**src/rtl/toggle_port_responder_pkg.sv**
```systemverilog
// Shared types for the toggle-handshake responder: FSM states, latched request, byte-select codes.
// Used by the top and by the optional write-coalescing buffer.
package toggle_port_pkg;

  localparam int TP_AW = 22;

  localparam logic [1:0] DS_LO   = 2'b01;
  localparam logic [1:0] DS_HI   = 2'b10;
  localparam logic [1:0] DS_BOTH = 2'b11;

  typedef enum logic [1:0] {
    ST_IDLE,
    ST_WRITE,
    ST_READ_WAIT,
    ST_DONE
  } tp_state_t;

  typedef struct packed {
    logic             we;
    logic [TP_AW-1:0] addr;
    logic [1:0]       ds;
    logic [15:0]      din;
  } tp_req_t;

endpackage

```
**src/rtl/toggle_port_responder_if.sv**
```systemverilog
// Toggle-request host port plus strobed block-RAM backend bus; slave = responder view, master = host/backend view.
interface toggle_port_if #(
  parameter int AW = 22
);
  logic          req;
  logic          we;
  logic [AW-1:0] addr;
  logic [1:0]    ds;
  logic [15:0]   din;
  logic [15:0]   dout;
  logic          ack;
  logic          overrun;
  logic [AW-1:0] mem_addr;
  logic [1:0]    mem_be;
  logic [15:0]   mem_din;
  logic          mem_we;
  logic          mem_rd;
  logic [15:0]   mem_dout;

  modport slave (
    input  req, we, addr, ds, din, mem_dout,
    output dout, ack, overrun, mem_addr, mem_be, mem_din, mem_we, mem_rd
  );

  modport master (
    output req, we, addr, ds, din, mem_dout,
    input  dout, ack, overrun, mem_addr, mem_be, mem_din, mem_we, mem_rd
  );
endinterface

```
**src/rtl/toggle_port_responder_coalesce_buf.sv**
```systemverilog
// One-entry low-byte write buffer (exists only with TOGGLE_PORT_COALESCE_EN); merge/flush decisions are combinational.
// Holds until the responder clears it on a merge or flush; it never stalls the host by itself.
`ifdef TOGGLE_PORT_COALESCE_EN
module tp_coalesce_buf
  import toggle_port_pkg::*;
(
  input  logic             clk_sys,
  input  logic             res_n,
  input  tp_req_t          cur_i,
  input  logic             load_i,
  input  logic             clr_i,
  output logic             flush_o,
  output logic             merge_o,
  output logic [TP_AW-1:0] addr_o,
  output logic [15:0]      flush_dat_o,
  output logic [15:0]      merge_dat_o
);

  logic             vld_q, vld_d;
  logic [TP_AW-1:0] addr_q, addr_d;
  logic [7:0]       lo_q, lo_d;

  always_ff @(posedge clk_sys or negedge res_n) begin
    if (!res_n) begin
      vld_q  <= 1'b0;
      addr_q <= '0;
      lo_q   <= '0;
    end else begin
      vld_q  <= vld_d;
      addr_q <= addr_d;
      lo_q   <= lo_d;
    end
  end

  always_comb begin
    vld_d  = vld_q;
    addr_d = addr_q;
    lo_d   = lo_q;
    if (clr_i) vld_d = 1'b0;
    if (load_i) begin
      vld_d  = 1'b1;
      addr_d = cur_i.addr;
      lo_d   = cur_i.din[7:0];
    end
  end

  // Only a high-byte write to the buffered word may merge; everything else evicts the buffer first.
  assign merge_o     = vld_q && cur_i.we && (cur_i.ds == DS_HI) && (cur_i.addr == addr_q);
  assign flush_o     = vld_q && !merge_o;
  assign addr_o      = addr_q;
  assign flush_dat_o = {8'h00, lo_q};
  assign merge_dat_o = {cur_i.din[15:8], lo_q};

endmodule
`endif

```
**src/rtl/toggle_port_responder.sv**
```systemverilog
// Toggle-handshake responder to a strobed RAM bus: write acks 3 edges after req flips, read 2+READ_LATENCY.
// No backpressure: a req flip while busy sets sticky overrun. TOGGLE_PORT_COALESCE_EN adds low-byte write merging.
module toggle_port_responder
  import toggle_port_pkg::*;
#(
  parameter int AW           = TP_AW,
  parameter int READ_LATENCY = 1
) (
  input  logic         clk_sys,
  input  logic         res_n,
  toggle_port_if.slave tp
);

  tp_state_t   state_q, state_d;
  tp_req_t     lat_q, lat_d;
  tp_req_t     cur;
  logic        req_lat_q, req_lat_d;
  logic        req_prev_q;
  logic        ack_q, ack_d;
  logic [15:0] dout_q, dout_d;
  logic        overrun_q, overrun_d;
  logic        mem_we_q, mem_we_d;
  logic        mem_rd_q, mem_rd_d;
  logic [1:0]  cnt_q, cnt_d;
  logic        take;

  assign cur = '{we: tp.we, addr: tp.addr, ds: tp.ds, din: tp.din};

`ifdef TOGGLE_PORT_COALESCE_EN
  logic             cb_flush, cb_merge, cb_load, cb_clr;
  logic [TP_AW-1:0] cb_addr;
  logic [15:0]      cb_flush_dat, cb_merge_dat;

  tp_coalesce_buf u_coalesce (
    .clk_sys     (clk_sys),
    .res_n       (res_n),
    .cur_i       (cur),
    .load_i      (cb_load),
    .clr_i       (cb_clr),
    .flush_o     (cb_flush),
    .merge_o     (cb_merge),
    .addr_o      (cb_addr),
    .flush_dat_o (cb_flush_dat),
    .merge_dat_o (cb_merge_dat)
  );
`endif

  always_ff @(posedge clk_sys or negedge res_n) begin
    if (!res_n) begin
      state_q    <= ST_IDLE;
      lat_q      <= '0;
      req_lat_q  <= 1'b0;
      req_prev_q <= 1'b0;
      ack_q      <= 1'b0;
      dout_q     <= '0;
      overrun_q  <= 1'b0;
      mem_we_q   <= 1'b0;
      mem_rd_q   <= 1'b0;
      cnt_q      <= '0;
    end else begin
      state_q    <= state_d;
      lat_q      <= lat_d;
      req_lat_q  <= req_lat_d;
      req_prev_q <= tp.req;
      ack_q      <= ack_d;
      dout_q     <= dout_d;
      overrun_q  <= overrun_d;
      mem_we_q   <= mem_we_d;
      mem_rd_q   <= mem_rd_d;
      cnt_q      <= cnt_d;
    end
  end

  always_comb begin
    state_d   = state_q;
    lat_d     = lat_q;
    req_lat_d = req_lat_q;
    ack_d     = ack_q;
    dout_d    = dout_q;
    cnt_d     = cnt_q;
    overrun_d = overrun_q | ((state_q != ST_IDLE) && (tp.req != req_prev_q));
    mem_we_d  = 1'b0;
    mem_rd_d  = 1'b0;
    take      = 1'b0;
`ifdef TOGGLE_PORT_COALESCE_EN
    cb_load   = 1'b0;
    cb_clr    = 1'b0;
`endif
    unique case (state_q)
      ST_IDLE: begin
        if (tp.req != ack_q) begin
          take = 1'b1;
`ifdef TOGGLE_PORT_COALESCE_EN
          // A flush borrows the backend word register and stays in IDLE; the request is taken next edge.
          if (cb_flush) begin
            take     = 1'b0;
            cb_clr   = 1'b1;
            mem_we_d = 1'b1;
            lat_d    = '{we: 1'b1, addr: cb_addr, ds: DS_LO, din: cb_flush_dat};
          end else if (cb_merge) begin
            take      = 1'b0;
            cb_clr    = 1'b1;
            mem_we_d  = 1'b1;
            req_lat_d = tp.req;
            lat_d     = '{we: 1'b1, addr: cur.addr, ds: DS_BOTH, din: cb_merge_dat};
            state_d   = ST_WRITE;
          end else if (cur.we && (cur.ds == DS_LO)) begin
            take      = 1'b0;
            cb_load   = 1'b1;
            req_lat_d = tp.req;
            lat_d     = cur;
            state_d   = ST_DONE;
          end
`endif
          if (take) begin
            lat_d     = cur;
            req_lat_d = tp.req;
            if (cur.we) begin
              mem_we_d = (cur.ds != 2'b00);
              state_d  = ST_WRITE;
            end else begin
              mem_rd_d = 1'b1;
              cnt_d    = '0;
              state_d  = ST_READ_WAIT;
            end
          end
        end
      end
      ST_WRITE: state_d = ST_DONE;
      ST_READ_WAIT: begin
        if (cnt_q == 2'(READ_LATENCY - 1)) state_d = ST_DONE;
        else cnt_d = cnt_q + 2'd1;
      end
      ST_DONE: begin
        // Backend data is valid on this edge, so read data and ack update together.
        ack_d = req_lat_q;
        if (!lat_q.we) dout_d = tp.mem_dout;
        state_d = ST_IDLE;
      end
      default: state_d = ST_IDLE;
    endcase
  end

  assign tp.ack      = ack_q;
  assign tp.dout     = dout_q;
  assign tp.overrun  = overrun_q;
  assign tp.mem_we   = mem_we_q;
  assign tp.mem_rd   = mem_rd_q;
  assign tp.mem_addr = lat_q.addr[AW-1:0];
  assign tp.mem_be   = lat_q.ds;
  assign tp.mem_din  = lat_q.din;

endmodule

```
**src/flat_wrapper.sv**
```systemverilog
// flat-port wrapper written by rule: the top's interface ports become plain ports
module toggle_port_responder_flat import toggle_port_pkg::*;
#(
  parameter int AW           = TP_AW,
  parameter int READ_LATENCY = 1
)
  (clk_sys, res_n, tp_req, tp_we, tp_addr, tp_ds, tp_din, tp_mem_dout, tp_dout, tp_ack, tp_overrun, tp_mem_addr, tp_mem_be, tp_mem_din, tp_mem_we, tp_mem_rd);
  toggle_port_if #(.AW(AW)) tp_i ();
  input  logic clk_sys;
  input  logic res_n;
  input wire logic [$bits(tp_i.req)-1:0] tp_req;
  input wire logic [$bits(tp_i.we)-1:0] tp_we;
  input wire logic [$bits(tp_i.addr)-1:0] tp_addr;
  input wire logic [$bits(tp_i.ds)-1:0] tp_ds;
  input wire logic [$bits(tp_i.din)-1:0] tp_din;
  input wire logic [$bits(tp_i.mem_dout)-1:0] tp_mem_dout;
  output wire logic [$bits(tp_i.dout)-1:0] tp_dout;
  output wire logic [$bits(tp_i.ack)-1:0] tp_ack;
  output wire logic [$bits(tp_i.overrun)-1:0] tp_overrun;
  output wire logic [$bits(tp_i.mem_addr)-1:0] tp_mem_addr;
  output wire logic [$bits(tp_i.mem_be)-1:0] tp_mem_be;
  output wire logic [$bits(tp_i.mem_din)-1:0] tp_mem_din;
  output wire logic [$bits(tp_i.mem_we)-1:0] tp_mem_we;
  output wire logic [$bits(tp_i.mem_rd)-1:0] tp_mem_rd;
  assign tp_i.req = tp_req;
  assign tp_i.we = tp_we;
  assign tp_i.addr = tp_addr;
  assign tp_i.ds = tp_ds;
  assign tp_i.din = tp_din;
  assign tp_i.mem_dout = tp_mem_dout;
  assign tp_dout = tp_i.dout;
  assign tp_ack = tp_i.ack;
  assign tp_overrun = tp_i.overrun;
  assign tp_mem_addr = tp_i.mem_addr;
  assign tp_mem_be = tp_i.mem_be;
  assign tp_mem_din = tp_i.mem_din;
  assign tp_mem_we = tp_i.mem_we;
  assign tp_mem_rd = tp_i.mem_rd;
  toggle_port_responder #(.AW(AW), .READ_LATENCY(READ_LATENCY)) u_core (.clk_sys(clk_sys), .res_n(res_n), .tp(tp_i));
endmodule
```
**config.mk**
```make
export PLATFORM = sky130hd
export DESIGN_NAME = toggle_port_responder_flat
export DESIGN_NICKNAME = d
export VERILOG_FILES = /design/src/rtl/toggle_port_responder_pkg.sv /design/src/rtl/toggle_port_responder_if.sv /design/src/rtl/toggle_port_responder_coalesce_buf.sv /design/src/rtl/toggle_port_responder.sv /design/src/flat_wrapper.sv
export SDC_FILE = /design/constraint.sdc
export NUM_CORES = 1
export LEC_CHECK = 0
export CAP_MARGIN = 25
export CORE_MARGIN = 1.5
export CORE_UTILIZATION = 45
export CTS_CLUSTER_SIZE = 10
export DETAILED_ROUTE_END_ITERATION = 6
export GPL_ROUTABILITY_DRIVEN = 0
export PLACE_DENSITY = 0.82
export SLEW_MARGIN = 0
export SYNTH_ARGS = -nofsm -noshare
export SYNTH_HDL_FRONTEND = slang
export SYNTH_SLANG_ARGS = --single-unit
```
**constraint.sdc**
```tcl
create_clock -name clk_sys -period 4.2 [get_ports clk_sys]
set_input_delay 0.42 -clock clk_sys [delete_from_list [all_inputs] [get_ports clk_sys]]
set_output_delay 0.42 -clock clk_sys [all_outputs]
set_load 0.01 [all_outputs]
```
==> reports/metrics.cfg <==
[setup_path]
rr_worst_depth=4
crit_buf_inv=1
startpoint_type=input pin
reg2reg_slack_ns=2.09
worstSetupEndpointType=flop
rr_endpoint=u_core.tp.mem_addr[6]$_DFFE_PN0P_
crit_fanout=43
path_depth=4
slowest_stage=clkdlybuf4s50_1
crit_arrival_ns=2.42
timing.rr.start=u_core.state_q[1]$_DFFE_PN0P_
cp_top_family=buffers and inverters
slowest_delay_ns=0.58
worstPathRequired_ns=4.40
crit_chain=clkdlybuf4s50_1 -> xor2_2 -> nand2_4 -> mux2_4
critPathKind=in2reg

[synth]
yosys_warnings=0
yosysTopAreaCellShare_pct=53.3
synth-compound-area-share_pct=2.71
synthDistinctLibCells=33
yosys.area_share.simple_pct=4.14
synth_cells=216
yosysMostFrequentCell=dfrtp_1
synth_top_family_by_area=multiplexers
ys_seq_area_share_pct=53.3
syn-num-nets=280
synthTopCellsByCount=dfrtp_1, buf_4, mux2_4
synth-seq-cells=67
synth_area_um2=3140
synth_xor_area_share_pct=0.796
yosys_most_used_dff=dfrtp_1
synth.avg_cell_area_um2=14.6
yosys.area.top_type=dfrtp_1
synthArstFlopShare_pct=100
yosys-top-cells-area=dfrtp_1, mux2_4, buf_4
yosys.area_share.adder_pct=1.59
muxShareOfSynthArea_pct=25.3
synth-edff-count=0

[cts]
clk_pin_slew_ns=0.08
cts_buffer_depth=2
postCtsSetupBuffers=0
cts-resized-gates=0
cts_htree_levels=3
cts_tree=done
cts_inserted_buffers=9
cts.sinks=67
clkLatencyLatePin_ns=0.33
cts_root_buffer=clkbuf_8
cts_hold_buf=0

[timing]
hold_viol=0
tightest_slew_ns=0.794
period_share_pct=52.8
final-setup-viol-count=0
fin_skew_ns=0.0113
rsz0062_at_grt=no
finalSetupTns_ns=0
relSlewSlack_pct=47.0
period_needed_ns=2.22
whs_ns=0.140
max_freq_mhz=451
drv_slew=0

[power]
p_sw_share_pct=29.4
leakage_nw=1.95
p_per_area_nw_per_um2=778
internal-power_mw=2.37
comb_power_share_pct=48.1
clkPwrFrac_pct=17.8
fin_total_pwr_mw=3.35
seqPwrFrac_pct=34.1
worst_ir_drop_vdd_uv=545
p_switching_uw=986

[global_routing]
grt_max_degree=44
antenna_found_initial=0
grt_pass1_vias=1878
track_usage_pct=15.9
grt-ovfl-total=0
grt_pass1_wl_mm=9.14

[die]
rows=30
initial_core_util_pct=46.5
core_area_um2=6760
ios=120
die_h_um=86.6
die_x_um=86.6
die_area_um2=7500

[cells_and_area]
antenna_cells=0
nets=365
areaGrowthSynthToFinish_pct=37.2
nFillCells=514
drive_above_1_share_pct=25.8
stdcell_count=386

[routing]
ant_nets=0
drtPass1Iterations=4
wirelength_mm=5.84
wl_per_cell_um=15.1
route.detailed.drc=0
drt_iter0_drc=28
drt-vias-per-instance=4.80
num_vias=1854

[hold_path]
hp-class=in2async

[place]
numPortBuffers=119
dp.final_hpwl_mm=4.29
dp.cells=370

[outcome]
outcome=completed

[flow_run]
max-cap-violations=0

==> metal layers <==
layer  vias to the layer above  share of wire (%)  global-route usage [%]  wire (um)
li1                        874                  -                       -          -
met1                       903                 43                    20.1       2490
met2                        71                 51                    26.6       2960
met3                         6                5.6                    3.62        326
met4                         0                1.0                    6.45         60
met5                         -                  0                       0          0
==> worst reg2reg max path, stage by stage, from the launching register on <==
cell and delay (ns):
dfrtp_1 0.44, inv_1 0.08, ha_1 0.44, nand2_4 0.56, mux2_4 0.48
==> metrics by stage <==
step | setup slack, ns | instance area, um2 | util, %
3_5_place_dp | 1.63 | 4090 | 60.5
6_report | 1.98 | 4310 | 63.8
5_1_grt | 1.89 | 4310 | 63.8
3_3_place_gp | 1.71 | 4090 | 60.5
2_1_floorplan | 2.58 | 3140 | -
4_1_cts | 1.99 | 4310 | 63.8
==> sequential cells by signal, summed over array words and instances, names as in the netlist <==
register            count
u_core.tp.mem_we        1
u_core.tp.mem_addr     22
u_core.state_q          2
u_core.req_lat_q        1
u_core.cnt_q            2
u_core.lat_q            1
u_core.tp.dout         16
u_core.tp.mem_din      16
u_core.req_prev_q       1
u_core.tp.mem_be        2
u_core.tp.ack           1
u_core.tp.mem_rd        1
u_core.tp.overrun       1
==> cell type report <==
class                   instances  area [um2]  share of cell area, %
clock buffers                  10         138                   3.19
clock inverters                 6        87.6                   2.03
inverters                       6        22.5                  0.522
multi-input cells              96        1090                   25.2
flip-flops and latches         67        1680                   38.9
well taps                      80         100                   2.32
repair buffers                121        1200                   27.9
==> logic make-up (layout without fill, tap and decap cells) <==
group,Yosys count,after routing
flops,67,67
mux,58,58
buf+inv,53,143
simple gates,19,19
compound gates,13,13
fa+ha+maj,4,4
xor+xnor,2,2
==> how the worst max path moves through the flow <==
stage	slack, ns	endpoint	start
floorplan	2.58	u_core.tp.dout[10]$_DFFE_PN0P_	u_core.state_q[1]$_DFFE_PN0P_
global placement	1.71	u_core.tp.mem_din[0]$_DFFE_PN0P_	tp_req
detailed placement	1.63	u_core.tp.mem_din[5]$_DFFE_PN0P_	tp_req
CTS	1.99	u_core.tp.mem_addr[6]$_DFFE_PN0P_	tp_req
global route	1.89	u_core.tp.mem_din[6]$_DFFE_PN0P_	tp_req
finish	1.98	u_core.tp.mem_addr[6]$_DFFE_PN0P_	tp_req
==> power by group through the flow <==
stage               clock [mW]  combinational (mW)  sequential [mW]
CTS                      0.612                1.64             1.15
global route             0.639                1.73             1.18
global placement             0                1.59             1.14
finish                   0.595                1.61             1.14
floorplan                    0                1.14             1.15
detailed placement           0                1.64             1.15
==> cells in the final DEF (no fill, tap or decap), drive strengths merged, types with 3 or more instances in the layout <==
master and instances:
clkdlybuf4s50 118, dfrtp 67, mux2 58, clkbuf 10, inv 7, ha 4
o21ai 3, nand2b 3, clkinv 3, buf 3
(Power assumes the default switching activity.)
